File: config.mk
export PLATFORM = sky130hd
export DESIGN_NAME = uart_byte_rx
export DESIGN_NICKNAME = d
export VERILOG_FILES = /design/src/rtl/uart_byte_rx.sv
export SDC_FILE = /design/constraint.sdc
export NUM_CORES = 1
export LEC_CHECK = 0
export ABC_CLOCK_PERIOD_IN_PS = 5750
export CAP_MARGIN = 20
export CORE_MARGIN = 1
export CORE_UTILIZATION = 55
export CTS_CLUSTER_DIAMETER = 40
export CTS_CLUSTER_SIZE = 40
export DETAILED_ROUTE_END_ITERATION = 16
export GPL_TIMING_DRIVEN = 0
export PLACE_DENSITY = 0.75
export SLEW_MARGIN = 20
export SYNTH_ARGS = -nofsm -noshare
export SYNTH_HDL_FRONTEND = slang
export SYNTH_SLANG_ARGS = --single-unit
File: constraint.sdc
create_clock -name clk_50M -period 5.75 [get_ports clk_50M]
set_clock_uncertainty 0.2 [all_clocks]
set_input_delay 0.575 -clock clk_50M [delete_from_list [all_inputs] [get_ports clk_50M]]
set_output_delay 0.575 -clock clk_50M [all_outputs]
set_load 0.05 [all_outputs]
File: src/rtl/uart_byte_rx.sv
// uart_byte_rx
//   Oversampling UART receiver. Rebuilds each character LSB-first from the
//   synchronized line and presents it as a parallel byte with a one-cycle
//   completion strobe. A framing error (low stop bit) is flagged. The
//   receiver then waits for the line to return high before it accepts
//   another start bit.
//
//   Optional feature: define UART_RX_PARITY_EN for 8E1 frames (parity state
//   present, parity_err live). Left undefined, frames are 8N1 and parity_err
//   is tied low.
//
// Parameters
//   CLKS_PER_BIT  clk_50M cycles per bit, 4..65535 (434 = 115200 baud)
//
// Ports
//   clk_50M      in   system clock
//   reset        in   synchronous, active-high reset
//   rx_serial    in   asynchronous UART line, idle high
//   rx[7:0]      out  last received byte, held until the next completion
//   rx_complete  out  one-cycle strobe: rx and the error flags updated
//   frame_err    out  stop bit of the last byte sampled low
//   parity_err   out  parity mismatch on the last byte (8E1 build only)
//   busy         out  receiver is not idle
//
// state     | meaning
// ----------+-----------------------------------------------------------
// IDLE      | line idle, waiting for a falling edge
// START     | timing to mid start bit; a high sample there is a glitch
// DATA      | sampling 8 data bits, one per bit period, LSB first
// PARITY    | sampling the parity bit (8E1 build only)
// STOP      | sampling the stop bit; byte and flags are published here
// WAIT_HIGH | stop bit was low; hold off until the line goes high again

module uart_byte_rx #(
   parameter int unsigned CLKS_PER_BIT = 434
) (
   input  logic       clk_50M,
   input  logic       reset,
   input  logic       rx_serial,
   output logic [7:0] rx,
   output logic       rx_complete,
   output logic       frame_err,
   output logic       parity_err,
   output logic       busy
);

   localparam logic [15:0] HALF_M1 = 16'(CLKS_PER_BIT / 2 - 1);
   localparam logic [15:0] FULL_M1 = 16'(CLKS_PER_BIT - 1);

   typedef enum logic [2:0] {
      IDLE,
      START,
      DATA,
`ifdef UART_RX_PARITY_EN
      PARITY,
`endif
      STOP,
      WAIT_HIGH
   } state_t;

   state_t      state;
   logic [15:0] cnt;
   logic [2:0]  bit_idx;
   logic [7:0]  shift;
   logic        sync_0;
   logic        s_rx;
`ifdef UART_RX_PARITY_EN
   logic        par_bit;
`endif

   always_ff @(posedge clk_50M) begin
      if (reset) begin
         sync_0 <= 1'b1;
         s_rx   <= 1'b1;
      end else begin
         sync_0 <= rx_serial;
         s_rx   <= sync_0;
      end
   end

   always_ff @(posedge clk_50M) begin
      if (reset) begin
         state       <= IDLE;
         cnt         <= '0;
         bit_idx     <= '0;
         shift       <= '0;
         rx          <= '0;
         rx_complete <= 1'b0;
         frame_err   <= 1'b0;
         parity_err  <= 1'b0;
         busy        <= 1'b0;
`ifdef UART_RX_PARITY_EN
         par_bit     <= 1'b0;
`endif
      end else begin
         rx_complete <= 1'b0;
         case (state)
            IDLE: begin
               cnt <= '0;
               if (!s_rx) begin
                  state <= START;
                  busy  <= 1'b1;
               end
            end
            START: begin
               if (cnt == HALF_M1) begin
                  cnt <= '0;
                  if (!s_rx) begin
                     bit_idx <= '0;
                     state   <= DATA;
                  end else begin
                     // line went back high before mid start bit: glitch
                     state <= IDLE;
                     busy  <= 1'b0;
                  end
               end else begin
                  cnt <= cnt + 16'd1;
               end
            end
            DATA: begin
               if (cnt == FULL_M1) begin
                  cnt            <= '0;
                  shift[bit_idx] <= s_rx;
                  bit_idx        <= bit_idx + 3'd1;
                  if (bit_idx == 3'd7) begin
`ifdef UART_RX_PARITY_EN
                     state <= PARITY;
`else
                     state <= STOP;
`endif
                  end
               end else begin
                  cnt <= cnt + 16'd1;
               end
            end
`ifdef UART_RX_PARITY_EN
            PARITY: begin
               if (cnt == FULL_M1) begin
                  cnt     <= '0;
                  par_bit <= s_rx;
                  state   <= STOP;
               end else begin
                  cnt <= cnt + 16'd1;
               end
            end
`endif
            STOP: begin
               if (cnt == FULL_M1) begin
                  cnt         <= '0;
                  rx          <= shift;
                  frame_err   <= ~s_rx;
                  rx_complete <= 1'b1;
`ifdef UART_RX_PARITY_EN
                  parity_err  <= (^shift) ^ par_bit;
`else
                  parity_err  <= 1'b0;
`endif
                  // leave at mid stop bit so a back-to-back start edge is caught
                  if (s_rx) begin
                     state <= IDLE;
                     busy  <= 1'b0;
                  end else begin
                     state <= WAIT_HIGH;
                  end
               end else begin
                  cnt <= cnt + 16'd1;
               end
            end
            WAIT_HIGH: begin
               if (s_rx) begin
                  state <= IDLE;
                  busy  <= 1'b0;
               end
            end
            default: begin
               state <= IDLE;
               cnt   <= '0;
               busy  <= 1'b0;
            end
         endcase
      end
   end

endmodule
======== After elaboration in Yosys (flattened, before gate mapping) ========
Index checks and enable logic that the tools add are counted.
W data, S select, Z words.
word-level totals
  bits in registers ....................... 43
  bits of input ports ..................... 3
  output and inout port bits .............. 12
  word-level logic and storage cells ...... 66
cells by class
  add/subtract/negate cells ............... 2
  magnitude comparators ................... 2
  equal/unequal tests ..................... 14
  mux-type cells .......................... 25
  bitwise logic cells ..................... 3
  reduce and logical (&&, ||, !) cells .... 10
operators with widths
  cell                     number
  $pmux W16 S3             1
  $mux W16                 2
  $mux W3                  10
  $add A16 B1 Y16 const B  1
  $eq A16 B8 Y1 const B    1
  $eq A16 B9 Y1 const B    1
  $pmux W3 S5              1
  $ne A2 B2 Y1 const B     7
  $bwmux W8                1
  $reduce_and A4 Y1        2
  $eq A3 B2 Y1 const B     2
  $eq A3 B3 Y1 const B     2
  $mux W1                  6
  $pmux W3 S2              1
  $reduce_and A6 Y1        1
  $pmux W1 S5              1
  $lt A3 B4 Y1 const B     1
  $reduce_and A2 Y1        2
  $reduce_or A2 Y1         2
  $add A3 B1 Y3 const B    1
  $demux W1 S3             1
  $eq A3 B1 Y1 const B     1
  $ge A3 B1 Y1 const B     1
  $logic_not A3 Y1         1
  4 further kinds          6

======== Depth between registers and ports, before layout ========
  depth after elaboration ................. 5
  depth in mapped cells ................... 9
  mapped depth without buffers ............ 7

======== Worst setup path before layout ========
No wires, ideal clock.
  path kind ............................... flip-flop to flip-flop
  from .................................... register cnt[0]
  to ...................................... register state[0]
  library setup time ...................... 0.070 ns
  arrival ................................. 1.934 ns
  required time ........................... 5.480 ns
  slack ................................... 3.546 ns
  stages on the path, launching flop included .. 8
  buffers on the path ..................... 1
  clock period less this slack ............ 2.204 ns
  cell sequence ........................... dfxtp_1 ha_1 nand4b_2 o21a_1 or3_1 buf_2 or4_1 a21oi_1
between the ends
  cells in the longest elaborated chain, start to end .. 3
  elaborated cells between the ends (all ways) .. 6
  classes of those cells .................. eq/ne: 5; reduce/logical: 1
ends and longest elaborated chain
  what                                                   RTL line       source
  from (decl)                                            62             logic [15:0] cnt;
  from (signal assigned)                                 117            cnt <= cnt + 16'd1;
  from (signal assigned)                                 133            cnt <= cnt + 16'd1;
  from (signal assigned)                                 166            cnt <= cnt + 16'd1;
  $eq A16 B9 Y1 / $eq A16 B8 Y1 (equally long branches)  121, 148, 106
  $ne A2 B2 Y1 (no source line)                          --
  $reduce_and A6 Y1 (no source line) *                   --
  to (signal assigned)                                   129            state <= STOP;
  to (signal assigned)                                   160            state <= IDLE;
  to (signal assigned)                                   163            state <= WAIT_HIGH;
  to (decl)                                              61             state_t state;
Mark *: on every way between the ends. The rest lies on a longest branch, timed or not.
A chain may end at the register's enable or synchronous reset.

======== Worst setup path after layout ========
Same ends and word-level chain as after synthesis.

==> reports/summary.txt <==
Outcome: finished clean
Maximum clock insertion buffer count: 2
Post-CTS Hold Buffers: 0
Final Total Pwr: 0.000516 W
H-tree lvl count: 2
Number of global-route vias before repair: 1601
Total power divided by cell area: 215 nW/um^2
Global-route wire length before repair: 7590 microns
Cell at the root of the clock tree: clkbuf_8
Combinational share of power: 5.2%
Die outline area: 4140 sq um
Cell Area, Synth: 2140 sq um
Adder and majority gate portion of the synthesized area: 2.92%
Number of buffers created by CTS: 5
Final cell count without fillers: 322
Vertical extent of the die: 64.4 microns
GRT Overall Usage: 23.8%
Worst-Skew Late Latency: 0.30 ns
Complex-gate fraction of the synthesized area: 18.1%
Sw power: 0.000123 W
Total congestion overflow after global routing: 0
Sink Count: 43
Cts repair resizes: 0
Part of the Yosys area used for sequential elements: 40.2%
Number of iterations in the first detailed-routing pass: 4
Count of input and output buffers: 12
Unrepaired setup endpoints after global routing: false
Commonest register cell after synthesis: dfxtp_1
Maximum capacitance violations: 0
Static leakage: 0.901 nW
Count of pins on the block boundary: 15
Clock period minus worst slack: 2.42 ns
Inserted Diodes: 0
Initial antenna violation count: 0
Final HPWL DP: 3230 microns
Per-instance average area after synthesis: 8.42 sq um
Initial standard-cell utilization of the core: 58.0%
Fraction of layout cells with a size suffix above 1: 7.66%
R2R Path Start: cnt[0]
Simple-gate share of the synthesized area: 27.5%
Number of flip-flops and latches in the synthesized netlist: 43
WHS: 0.218 ns
Std-Cell Rows: 22
Proportion of power drawn by flip-flops and latches: 58.5%
Total setup buffers inserted after CTS: 0
Slew Limit Fails: 0
Routed Wire Length: 4560 microns
Proportion of total power due to net switching: 23.8%
Internal power: 0.000393 W
Clock-pin slew of the registers on the worst-case setup and hold paths: 0.08 ns
Average routed wire per standard cell: 14.2 microns
Post-Synthesis Net Count: 262
Count of endpoints failing setup in the final report: 0
Cell count after placement: 314
Data required, critical path: 5.78 ns
Largest family of logic cells by synthesized area: simple AND/OR/NAND/NOR gates
Core Footprint: 3690 sq um
Number of different library cells in the post-synthesis netlist: 46
Hold Violations, Final: 0
Highest clock rate: 413 MHz
Startpoint kind of the worst setup timing path: flop
Number of instances in the synthesized netlist: 254
Xor-xnor portion of the synthesized cell area: 0.819%
Crit path DAT: 2.45 ns
Number of synthesized flops with an enable pin: 0
Worst Setup Path Type: flop to flop
Remaining number of nets flagged by the antenna check after routing: 0
Async set-reset flop share out of synthesis: 0%
Crit path capture type: flop
Number of vias in the routed layout: 1911
Min-Delay Startpoint: sync_0
Relative max-transition margin: 55.9%
Area growth syn-to-layout: 12.4%
Worst Setup SP: cnt[0]
Min-delay worst type: flop to flop
Placer Congestion: 0.830
DRC viols: 0
Number of DRC violations after detailed-routing iteration 0: 135
CTS tree: yes
Peak fanout along the critical path: 7
Transition time at the pin with the least slew margin: 0.655 ns
Final net count: 281
Clock network fraction of total power: 36.3%
Vias per cell: 5.93
Horizontal die dimension: 64.4 microns
Warnings from Yosys: 0
Total Negative Setup Slacks: 0 ns
Worst VDD drop: 0.000148 V
Fraction of the cycle the final worst path needs: 42.1%
Share of cell area taken by muxes after synthesis: 5.20%
Pin count of the biggest net entering global routing: 14
==> layout by cell type, fill, tap and decap left out, types with 6 or more instances in the layout <==
cell / netlist / final
clkdlybuf4s50_1: 0 / 12
nand3_1: 13 / 13
mux2i_1: 10 / 10
a31oi_1: 14 / 14
dfxtp_1: 43 / 43
nand2_1: 16 / 16
nand4_1: 7 / 7
nor2_1: 27 / 27
a21oi_1: 19 / 19
nand2b_1: 6 / 6
inv_1: 6 / 6
o21ai_0: 7 / 7
clkbuf_1: 12 / 13
==> power groups by stage <==
stage	clock, W	combinational, W	sequential (W)
floorplan	0	0.0000177	0.000310
global placement	0	0.0000263	0.000309
detailed placement	0	0.0000267	0.000309
CTS	0.000190	0.0000267	0.000302
global route	0.000204	0.0000296	0.000302
finish	0.000188	0.0000267	0.000302
==> synth_stat cells (6+ instances only) <==
library cell | instances | area, sq um
a21oi_1 | 19 | 95.1
nand4_1 | 7 | 43.8
nand2_1 | 16 | 60.1
nand3_1 | 13 | 65.1
nand2b_1 | 6 | 37.5
clkbuf_1 | 12 | 45.0
inv_1 | 6 | 22.5
o21ai_0 | 7 | 35.0
nor2_1 | 27 | 101
a31oi_1 | 14 | 87.6
dfxtp_1 | 43 | 861
mux2i_1 | 10 | 100
==> registers in the layout, indices dropped and copies added, names as in the netlist <==
| name | count |
|---|---|
| rx | 8 |
| sync_0 | 1 |
| s_rx | 1 |
| busy | 1 |
| bit_idx | 3 |
| state | 3 |
| rx_complete | 1 |
| cnt | 16 |
| shift | 8 |
| frame_err | 1 |
==> path summary, 6_finish.rpt <==
| path | end | slack (ns) | depth (start not counted) |
|---|---|---|---|
| worst max register to register | state[0] | 3.33 | 7 |
| worst min register to register | s_rx | 0.22 | 1 |
| worst min-delay path | s_rx | 0.22 | 1 |
| worst max-delay path | state[0] | 3.33 | 7 |
==> kinds of logic (layout without fill, tap and decap cells) <==
logic type	count (synthesis)	after routing
flops	43	43
compound gates	61	61
other cells	1	1
xor+xnor	2	2
buf+inv	25	45
mux	11	11
simple gates	106	106
fa+ha+maj	5	5
==> area by class of cell <==
cell class,count,area (sq um)
clock inverters,2,12.5
clock buffers,6,72.6
inverters,6,22.5
fillers,352,1280
plain buffers,19,85.1
flip-flops and latches,43,861
repair buffers,12,120
well taps,48,60.1
multi-input cells,186,1170
==> worst max-delay path, stage by stage, from the launching register on <==
cell and delay, ns:
dfxtp_1 0.46, ha_1 0.21, nand4b_2 0.15, o21a_1 0.21, or3_1 0.36, buf_2 0.17
or4_1 0.47, a21oi_1 0.13
==> metal layers <==
layer	share of wire, %	global-route usage (%)	up-vias
met5	0	0	-
met4	1.1	6.94	0
met3	4.8	5.89	6
met2	43	34.9	54
met1	51	34.3	886
li1	-	-	965
==> through the flow <==
step                      setup slack [ns]  util [%]  instance area (sq um)
after floorplan                       3.55         -                   2140
after global placement                3.40      62.9                   2320
after detailed placement              3.35      62.9                   2320
after CTS                             3.32      65.2                   2400
after global routing                  3.17      65.2                   2400
final                                 3.33      65.2                   2400
(Power assumes the default switching activity.)
